==> src/rtl/serdesphy_pkg.sv <==
// Shared types and default timing for the SerDes PHY link bring-up sequencer.
package serdesphy_pkg;

  // Default timing at the 24 MHz reference.
  localparam int unsigned DEF_CNT_W      = 16;
  localparam int unsigned DEF_SETTLE_CYC = 24;
  localparam int unsigned DEF_PLL_TMO    = 4800;  // 200 us
  localparam int unsigned DEF_CDR_TMO    = 2400;  // 100 us
  localparam int unsigned DEF_MAX_RETRY  = 3;

  localparam int unsigned STATE_W = 3;
  localparam int unsigned RETRY_W = 2;

  // Sequencer state; the codes are visible on seq_state.
  typedef enum logic [STATE_W-1:0] {
    ST_OFF      = 3'd0,
    ST_PLL_RST  = 3'd1,
    ST_PLL_WAIT = 3'd2,
    ST_TX_ON    = 3'd3,
    ST_CDR_WAIT = 3'd4,
    ST_ALIGN    = 3'd5,
    ST_READY    = 3'd6,
    ST_FAULT    = 3'd7
  } seq_state_t;

  // Level controls toward the PMA, all a pure function of state.
  typedef struct packed {
    logic pll_enable;
    logic pll_rst;
    logic tx_en;
    logic rx_en;
    logic cdr_rst;
    logic phy_ready;
    logic seq_error;
  } pma_ctrl_t;

  // Everything held in reset: PLL and CDR resets asserted, enables off.
  localparam pma_ctrl_t CTRL_OFF = '{
    pll_enable: 1'b0,
    pll_rst:    1'b1,
    tx_en:      1'b0,
    rx_en:      1'b0,
    cdr_rst:    1'b1,
    phy_ready:  1'b0,
    seq_error:  1'b0
  };

  // Moore decode of the PMA controls for a given state.
  function automatic pma_ctrl_t ctrl_decode(input seq_state_t st);
    pma_ctrl_t c;
    c = CTRL_OFF;
    case (st)
      ST_PLL_RST: begin
        c.pll_enable = 1'b1;
      end
      ST_PLL_WAIT: begin
        c.pll_enable = 1'b1;
        c.pll_rst    = 1'b0;
      end
      ST_TX_ON: begin
        c.pll_enable = 1'b1;
        c.pll_rst    = 1'b0;
        c.tx_en      = 1'b1;
      end
      ST_CDR_WAIT, ST_ALIGN: begin
        c.pll_enable = 1'b1;
        c.pll_rst    = 1'b0;
        c.tx_en      = 1'b1;
        c.rx_en      = 1'b1;
        c.cdr_rst    = 1'b0;
      end
      ST_READY: begin
        c.pll_enable = 1'b1;
        c.pll_rst    = 1'b0;
        c.tx_en      = 1'b1;
        c.rx_en      = 1'b1;
        c.cdr_rst    = 1'b0;
        c.phy_ready  = 1'b1;
      end
      ST_FAULT: begin
        c.seq_error  = 1'b1;
      end
      default: begin
        c = CTRL_OFF;
      end
    endcase
    return c;
  endfunction

  // Largest of three timing constants, used to size-check the counter.
  function automatic int unsigned max3(input int unsigned a, input int unsigned b,
                                       input int unsigned c);
    int unsigned m;
    m = a;
    if (b > m) m = b;
    if (c > m) m = c;
    return m;
  endfunction

endpackage

==> src/rtl/serdesphy_seq_timer.sv <==
// Shared settle/timeout counter: loadable up-counter with clear and terminal-count compare.
module serdesphy_seq_timer #(
  parameter int unsigned CNT_W = 16
) (
  input  logic             clk,
  input  logic             rst_n,
  input  logic             clr,
  input  logic             load,
  input  logic [CNT_W-1:0] load_val,
  input  logic [CNT_W-1:0] tc_val,
  output logic             tc_c
);

  logic [CNT_W-1:0] cnt;

  // Count cycles in the current state; clear wins over load, saturate at all-ones.
  always_ff @(posedge clk or negedge rst_n) begin
    if (!rst_n) begin
      cnt <= '0;
    end else if (clr) begin
      cnt <= '0;
    end else if (load) begin
      cnt <= load_val;
    end else if (cnt != {CNT_W{1'b1}}) begin
      cnt <= cnt + CNT_W'(1);
    end
  end

  assign tc_c = (cnt == tc_val);

endmodule

==> src/rtl/serdesphy_link_seq.sv <==
// SerDes PHY link bring-up sequencer: PLL, TX, CDR and word-align ordering with retry.
module serdesphy_link_seq
  import serdesphy_pkg::*;
#(
  parameter int unsigned CNT_W      = DEF_CNT_W,
  parameter int unsigned SETTLE_CYC = DEF_SETTLE_CYC,
  parameter int unsigned PLL_TMO    = DEF_PLL_TMO,
  parameter int unsigned CDR_TMO    = DEF_CDR_TMO,
  parameter int unsigned MAX_RETRY  = DEF_MAX_RETRY
) (
  input  logic               clk_ref_24m,
  input  logic               rst_n,
  input  logic               power_good,
  input  logic               phy_en,
  input  logic               pll_lock,
  input  logic               cdr_lock,
  input  logic               rx_aligned,
  output logic               pll_enable,
  output logic               pll_rst,
  output logic               tx_en,
  output logic               rx_en,
  output logic               cdr_rst,
  output logic               rx_align_rst,
  output logic               phy_ready,
  output logic               seq_error,
  output logic [RETRY_W-1:0] retry_cnt,
  output logic [STATE_W-1:0] seq_state
);

  localparam int unsigned MAX_CYC  = max3(SETTLE_CYC, PLL_TMO, CDR_TMO);
  localparam bit          CNT_FITS = (CNT_W >= 32) || ((MAX_CYC >> CNT_W) == 0);

  // Elaboration guards on the parameter set.
  if (!CNT_FITS) begin : g_cnt_w_check
    $error("serdesphy_link_seq: CNT_W too narrow for the largest timing parameter");
  end
  if (MAX_RETRY > 3) begin : g_retry_check
    $error("serdesphy_link_seq: MAX_RETRY does not fit in retry_cnt");
  end
  if (SETTLE_CYC == 0 || PLL_TMO == 0 || CDR_TMO == 0) begin : g_zero_check
    $error("serdesphy_link_seq: timing parameters must be non-zero");
  end

  seq_state_t         state;
  seq_state_t         nxt_state;
  seq_state_t         retry_target;
  logic [RETRY_W-1:0] nxt_retry;
  logic [CNT_W-1:0]   tc_val;
  logic               tc;
  logic               timeout;
  logic               state_chg;
  pma_ctrl_t          ctrl_q;

  // Terminal count for the timed states; the counter starts at 0 on entry.
  always_comb begin
    tc_val = {CNT_W{1'b1}};
    case (state)
      ST_PLL_RST, ST_TX_ON:  tc_val = CNT_W'(SETTLE_CYC - 1);
      ST_PLL_WAIT:           tc_val = CNT_W'(PLL_TMO - 1);
      ST_CDR_WAIT, ST_ALIGN: tc_val = CNT_W'(CDR_TMO - 1);
      default:               tc_val = {CNT_W{1'b1}};
    endcase
  end

  assign state_chg = (nxt_state != state);

  serdesphy_seq_timer #(
    .CNT_W (CNT_W)
  ) u_timer (
    .clk      (clk_ref_24m),
    .rst_n    (rst_n),
    .clr      (state_chg),
    .load     (1'b0),
    .load_val ({CNT_W{1'b0}}),
    .tc_val   (tc_val),
    .tc_c     (tc)
  );

  // Next state and retry count; override first, lock beats timeout in the same cycle.
  always_comb begin
    nxt_state    = state;
    nxt_retry    = retry_cnt;
    timeout      = 1'b0;
    retry_target = ST_PLL_RST;
    if (!power_good || !phy_en) begin
      nxt_state = ST_OFF;
      nxt_retry = '0;
    end else begin
      case (state)
        ST_OFF: begin
          nxt_state = ST_PLL_RST;
        end
        ST_PLL_RST: begin
          if (tc) nxt_state = ST_PLL_WAIT;
        end
        ST_PLL_WAIT: begin
          if (pll_lock) nxt_state = ST_TX_ON;
          else if (tc)  timeout   = 1'b1;
        end
        ST_TX_ON: begin
          if (tc) nxt_state = ST_CDR_WAIT;
        end
        ST_CDR_WAIT: begin
          if (cdr_lock) nxt_state = ST_ALIGN;
          else if (tc)  timeout   = 1'b1;
        end
        ST_ALIGN: begin
          if (rx_aligned) nxt_state = ST_READY;
          else if (tc)    timeout   = 1'b1;
        end
        ST_READY: begin
          // Losing PLL lock restarts from PLL reset; losing only CDR lock re-acquires the CDR.
          if (!pll_lock) begin
            timeout      = 1'b1;
            retry_target = ST_PLL_RST;
          end else if (!cdr_lock) begin
            timeout      = 1'b1;
            retry_target = ST_CDR_WAIT;
          end
        end
        ST_FAULT: begin
          nxt_state = ST_FAULT;
        end
        default: begin
          nxt_state = ST_OFF;
        end
      endcase

      if (timeout) begin
        if (32'(retry_cnt) < MAX_RETRY) begin
          nxt_state = retry_target;
          if (retry_cnt != {RETRY_W{1'b1}}) nxt_retry = retry_cnt + RETRY_W'(1);
        end else begin
          nxt_state = ST_FAULT;
        end
      end
    end
  end

  // State, retry count and registered Moore outputs decoded from the next state.
  always_ff @(posedge clk_ref_24m or negedge rst_n) begin
    if (!rst_n) begin
      state        <= ST_OFF;
      retry_cnt    <= '0;
      ctrl_q       <= CTRL_OFF;
      rx_align_rst <= 1'b0;
    end else begin
      state        <= nxt_state;
      retry_cnt    <= nxt_retry;
      ctrl_q       <= ctrl_decode(nxt_state);
      rx_align_rst <= (nxt_state == ST_ALIGN) && (state != ST_ALIGN);
    end
  end

  assign pll_enable = ctrl_q.pll_enable;
  assign pll_rst    = ctrl_q.pll_rst;
  assign tx_en      = ctrl_q.tx_en;
  assign rx_en      = ctrl_q.rx_en;
  assign cdr_rst    = ctrl_q.cdr_rst;
  assign phy_ready  = ctrl_q.phy_ready;
  assign seq_error  = ctrl_q.seq_error;
  assign seq_state  = state;

endmodule

==> config.mk <==
export PLATFORM = sky130hd
export DESIGN_NAME = serdesphy_link_seq
export DESIGN_NICKNAME = d
export VERILOG_FILES = /design/src/rtl/serdesphy_pkg.sv /design/src/rtl/serdesphy_seq_timer.sv /design/src/rtl/serdesphy_link_seq.sv
export SDC_FILE = /design/constraint.sdc
export NUM_CORES = 1
export LEC_CHECK = 0
export ABC_CLOCK_PERIOD_IN_PS = 4600
export CORE_ASPECT_RATIO = 0.7
export CORE_MARGIN = 1.5
export CORE_UTILIZATION = 57
export CTS_BUF_LIST = sky130_fd_sc_hd__clkbuf_4 sky130_fd_sc_hd__clkbuf_8 sky130_fd_sc_hd__clkbuf_16
export DETAILED_ROUTE_END_ITERATION = 8
export GPL_ROUTABILITY_DRIVEN = 1
export PLACE_DENSITY = 0.82
export SKIP_CTS_REPAIR_TIMING = 1
export SLEW_MARGIN = 30
export SYNTH_ARGS = -nofsm -noshare
export SYNTH_HDL_FRONTEND = slang
export SYNTH_HIERARCHICAL = 1
export SYNTH_SLANG_ARGS = --single-unit
==> constraint.sdc <==
create_clock -name clk_ref_24m -period 4.6 [get_ports clk_ref_24m]
set_clock_uncertainty 0.05 [all_clocks]
set_input_delay 0.69 -clock clk_ref_24m [delete_from_list [all_inputs] [get_ports clk_ref_24m]]
set_output_delay 0.69 -clock clk_ref_24m [all_outputs]
set_load 0.01 [all_outputs]
==> metrics.txt, run 1 <==
# TYPE chip_impl_metric gauge
chip_impl_metric{name="internal_reg_to_reg_setup_slack",unit="ns"} 0.57
chip_impl_metric{name="critical_path_peak_fanout",unit=""} 19
chip_impl_metric{name="critPathBufInv",unit=""} 2
chip_impl_metric{name="count_of_buffers_from_port_buffering",unit=""} 19
chip_impl_metric{name="grt_first_pass_wirelength",unit="um"} 7520
chip_impl_info{name="cts_root_buffer",value="clkbuf_8"} 1
chip_impl_metric{name="final_layout_fill_cell_count",unit=""} 261
chip_impl_metric{name="mean_post_synth_cell_area",unit="sq um"} 9.13
chip_impl_metric{name="net_count_of_the_finished_layout",unit=""} 264
chip_impl_info{name="synth_flop_type",value="dfrtp_1"} 1
chip_impl_info{name="rsz0062_at_grt",value="no"} 1
chip_impl_metric{name="postSynthRegisterBits",unit=""} 29
chip_impl_metric{name="p_r_area_growth_vs_syn",unit="%"} 19.4
chip_impl_metric{name="portion_of_the_post_synthesis_area_used_by_sequential_elements",unit="%"} 36.9
chip_impl_metric{name="critPathArrivalTime",unit="ns"} 4.14
chip_impl_metric{name="gr-total-overflow",unit=""} 0
chip_impl_info{name="cp-end-kind",value="flop"} 1
chip_impl_metric{name="synth_edf_count",unit=""} 0
chip_impl_info{name="run_status",value="completed"} 1
chip_impl_metric{name="leakage",unit="nW"} 0.913
chip_impl_info{name="cp-endpoint",value="u_timer/cnt[0]$_DFFE_PN0P_"} 1
chip_impl_metric{name="globalplace.congestion",unit=""} 0.875
chip_impl_info{name="cp_cell_sequence",value="o21ai_0, xnor2_1, nand4_1, nor4_1, buf_4, nand3_1, a31oi_4, mux2i_1, o31ai_1, buf_4, nor2_1, nand3_4, mux2_4"} 1
chip_impl_info{name="mostFrequentLayoutCell",value="dfrtp_1"} 1
chip_impl_metric{name="timing.setup.tns",unit="ns"} 0
chip_impl_metric{name="met1_usage",unit="%"} 39.4
chip_impl_metric{name="ir_worst_vdd",unit="V"} 0.000180
chip_impl_metric{name="final_hold_viol_count",unit=""} 0
chip_impl_metric{name="routed_len_inst",unit="um"} 14.7
chip_impl_metric{name="final_min_period_over_clock_period",unit="%"} 87.6
chip_impl_metric{name="cp.depth",unit=""} 13
chip_impl_metric{name="synthDistinctLibCells",unit=""} 55
chip_impl_metric{name="antenna_found_initial",unit=""} 0
chip_impl_metric{name="pwr_density_cell",unit="nW/um^2"} 253
chip_impl_metric{name="netlist_instances",unit=""} 216
chip_impl_metric{name="hold-worst-slack",unit="ns"} 0.531
chip_impl_metric{name="syn_area",unit="sq um"} 1970
chip_impl_metric{name="wirelength",unit="um"} 4450
chip_impl_metric{name="core-area",unit="sq um"} 3230
chip_impl_info{name="worstSetupStartpoint",value="seq_state[0]$_DFF_PN0_"} 1
chip_impl_metric{name="ioPinCount",unit=""} 20
chip_impl_metric{name="layout-drive-gt1-share",unit="%"} 11.7
chip_impl_info{name="critical-path-top-delay-family",value="compound AO/OA/AOI/OAI gates"} 1
chip_impl_metric{name="critical_path_required",unit="ns"} 4.71
chip_impl_metric{name="vertical_die_dimension",unit="um"} 52.2
chip_impl_info{name="leading_cell_types_in_the_layout_fill_and_taps_excluded",value="dfrtp_1, nand2_1, conb_1"} 1
chip_impl_metric{name="synth_warn",unit=""} 6
chip_impl_metric{name="rr_worst_depth",unit=""} 13
chip_impl_metric{name="die_w",unit="um"} 73.3
chip_impl_info{name="global_route.peak_usage_layer",value="met1"} 1
chip_impl_metric{name="grt_pass1_vias",unit=""} 1550
chip_impl_metric{name="timing.final.setup_violations",unit=""} 0
chip_impl_metric{name="initial_core_util",unit="%"} 61.0
chip_impl_metric{name="detail_route.vias_per_cell",unit=""} 5.54
chip_impl_metric{name="cts.sinks",unit=""} 29
chip_impl_metric{name="vias",unit=""} 1680
chip_impl_metric{name="synth_async_sr_flop_share",unit="%"} 100
chip_impl_metric{name="detail-route-antenna-nets",unit=""} 0
chip_impl_info{name="regToRegStartpoint",value="seq_state[0]$_DFF_PN0_"} 1
chip_impl_metric{name="grt_use_total",unit="%"} 26.5
chip_impl_metric{name="max-clock-path-buffers",unit=""} 2
chip_impl_metric{name="power.total",unit="uW"} 596
chip_impl_metric{name="clk_transition_reported_paths",unit="ns"} 0.07
chip_impl_metric{name="std_cell_rows",unit=""} 17
chip_impl_metric{name="detailedPlacementHpwl",unit="um"} 3180
chip_impl_metric{name="drc",unit=""} 0
chip_impl_metric{name="tritoncts.num_buffers",unit=""} 5
chip_impl_metric{name="grt_start_max_net_pins",unit=""} 30
chip_impl_metric{name="cap_violations",unit=""} 0
chip_impl_metric{name="max_freq",unit="MHz"} 248
chip_impl_metric{name="clock_tree.htree_level_count",unit=""} 2
chip_impl_metric{name="grtUsageMet3",unit="%"} 6.35
chip_impl_metric{name="final_core_density",unit="%"} 72.8
chip_impl_metric{name="drt_pre_antenna_iters",unit=""} 5
chip_impl_metric{name="worstMarginPinSlew",unit="ns"} 0.789
chip_impl_info{name="cpMaxStageDelayCell",value="o21ai_0"} 1
chip_impl_info{name="timing_worst_setup_path_type",value="reg -> reg"} 1
chip_impl_info{name="min_path_type",value="reg -> reg"} 1
chip_impl_info{name="clock_tree_from_tritoncts",value="yes"} 1
chip_impl_metric{name="final_period_minus_worst_setup_slack",unit="ns"} 4.03
chip_impl_metric{name="timing.slew.headroom",unit="%"} 47.3
chip_impl_metric{name="design.die.area",unit="sq um"} 3830
chip_impl_metric{name="diodes",unit=""} 0
chip_impl_metric{name="drt_iter0_markers",unit=""} 162
chip_impl_info{name="worst_setup_path_start_kind",value="flop"} 1
chip_impl_info{name="crit_path_frequent_cell",value="buf_4"} 1
chip_impl_metric{name="critical-path-max-stage-delay",unit="ns"} 0.64
chip_impl_metric{name="clock_latency",unit="ns"} 0.28
chip_impl_info{name="crit-reg2reg-capture",value="u_timer/cnt[0]$_DFFE_PN0P_"} 1
chip_impl_metric{name="slew_viol_final",unit=""} 0
chip_impl_metric{name="gr-usage-met2",unit="%"} 38.3
worst min-delay path: cells and delay by family (launching register included):
kind	cells	cell delay, ns
flops	1	0.38
simple gates	1	0.08
mux	1	0.08
synthesized netlist by cell type, drive strengths merged (2+ instances only):
library cell	count	area share [%]
o211ai	10	3.8
xnor2	22	9.8
buf	6	1.8
nor2b	5	2.0
ha	2	1.3
a211oi	2	1.0
a21oi	8	2.0
nand3	13	4.2
nor3b	2	1.0
o22ai	2	0.63
conb	2	0.38
mux2	2	1.5
and3	4	1.5
dfstp	2	2.7
dfrtp	27	34
a31oi	3	1.7
inv	5	0.95
nand2	26	4.9
and2b	2	0.76
xor2	9	4.0
mux2i	4	2.2
nand4	6	1.9
a22oi	3	1.4
nor2	20	3.9
o21ai	8	2.0
clkbuf	5	1.0
nor3	3	1.3
registers in the layout, summed over array words and instances, names as in the netlist:
| name | flops |
|---|---|
| u_timer/cnt | 16 |
| retry_cnt | 2 |
| rx_en | 1 |
| seq_error | 1 |
| rx_align_rst | 1 |
| pll_rst | 1 |
| seq_state | 3 |
| tx_en | 1 |
| cdr_rst | 1 |
| phy_ready | 1 |
| pll_enable | 1 |
layout make-up:
| type | instances | area (sq um) | share of cell area [%] |
|---|---|---|---|
| clock buffers | 5 | 68.8 | 2.92 |
| inverters | 5 | 18.8 | 0.797 |
| well taps | 47 | 58.8 | 2.50 |
| multi-input cells | 192 | 1250 | 53.1 |
| repair buffers | 22 | 213 | 9.04 |
| flip-flops and latches | 29 | 728 | 30.9 |
| clock inverters | 3 | 17.5 | 0.744 |
metrics by stage:
| stage | instance area [sq um] | instances | setup WS (ns) |
|---|---|---|---|
| finish | 2350 | 303 | 0.571 |
| global route | 2350 | 303 | 0.287 |
| CTS | 2350 | 303 | 0.596 |
| detailed placement | 2270 | 295 | 0.666 |
| global placement | 2270 | 295 | 0.811 |
| floorplan | 2050 | 237 | 0.818 |
how the worst min path moves through the flow:
stage,from,endpoint,slack [ns],depth (start not counted)
floorplan,rst_n,phy_ready$_DFF_PN0_,0.34,0
global placement,retry_cnt[1]$_DFFE_PN0P_,retry_cnt[1]$_DFFE_PN0P_,0.49,2
detailed placement,retry_cnt[1]$_DFFE_PN0P_,retry_cnt[1]$_DFFE_PN0P_,0.51,2
CTS,retry_cnt[1]$_DFFE_PN0P_,retry_cnt[1]$_DFFE_PN0P_,0.53,2
global route,u_timer/cnt[1]$_DFFE_PN0P_,u_timer/cnt[1]$_DFFE_PN0P_,0.60,1
finish,retry_cnt[1]$_DFFE_PN0P_,retry_cnt[1]$_DFFE_PN0P_,0.53,2
cells by family after synthesis:
family,Yosys count,synth area share [%]
AOI/OAI and AO/OA,42,15.1
xor gates and xnor gates,31,13.8
adders and majority gates,2,1.27
buffers and inverters,16,3.74
DFF,29,36.9
muxes,6,3.74
other,2,0.381
and+or+nand+nor,88,25.1
metal layers:
metal  share of wire [%]  vias up  routed length (um)
met3                 7.3        6                 324
met2                  43       65                1920
met1                  48      800                2150
li1                    -      809                   -
met5                   0        -                   0
met4                 1.1        0                  51
power by group:
| part | internal, mW | leakage, nW | switching, mW |
|---|---|---|---|
| combinational | 0.0458 | 0.490 | 0.0479 |
| clock | 0.104 | 0.0439 | 0.104 |
| sequential | 0.269 | 0.380 | 0.0249 |
Power figures use the tool's default switching activity.
==> run 2, diff against run 1 <==
--- a/config.mk
+++ b/config.mk
@@ -19,3 +19,4 @@
 export SYNTH_HDL_FRONTEND = slang
 export SYNTH_HIERARCHICAL = 1
 export SYNTH_SLANG_ARGS = --single-unit
+export TNS_END_PERCENT = 5
==> results of run 2 <==
Final layout, timing and power as in run 1 (identical DEF).
==> run 3, diff against run 2 <==
--- a/config.mk
+++ b/config.mk
@@ -9,7 +9,6 @@
 export CORE_ASPECT_RATIO = 0.7
 export CORE_MARGIN = 1.5
 export CORE_UTILIZATION = 57
-export CTS_BUF_LIST = sky130_fd_sc_hd__clkbuf_4 sky130_fd_sc_hd__clkbuf_8 sky130_fd_sc_hd__clkbuf_16
 export DETAILED_ROUTE_END_ITERATION = 8
 export GPL_ROUTABILITY_DRIVEN = 1
 export PLACE_DENSITY = 0.82
==> results of run 3 <==
Final layout, timing and power as in run 1 (identical DEF).
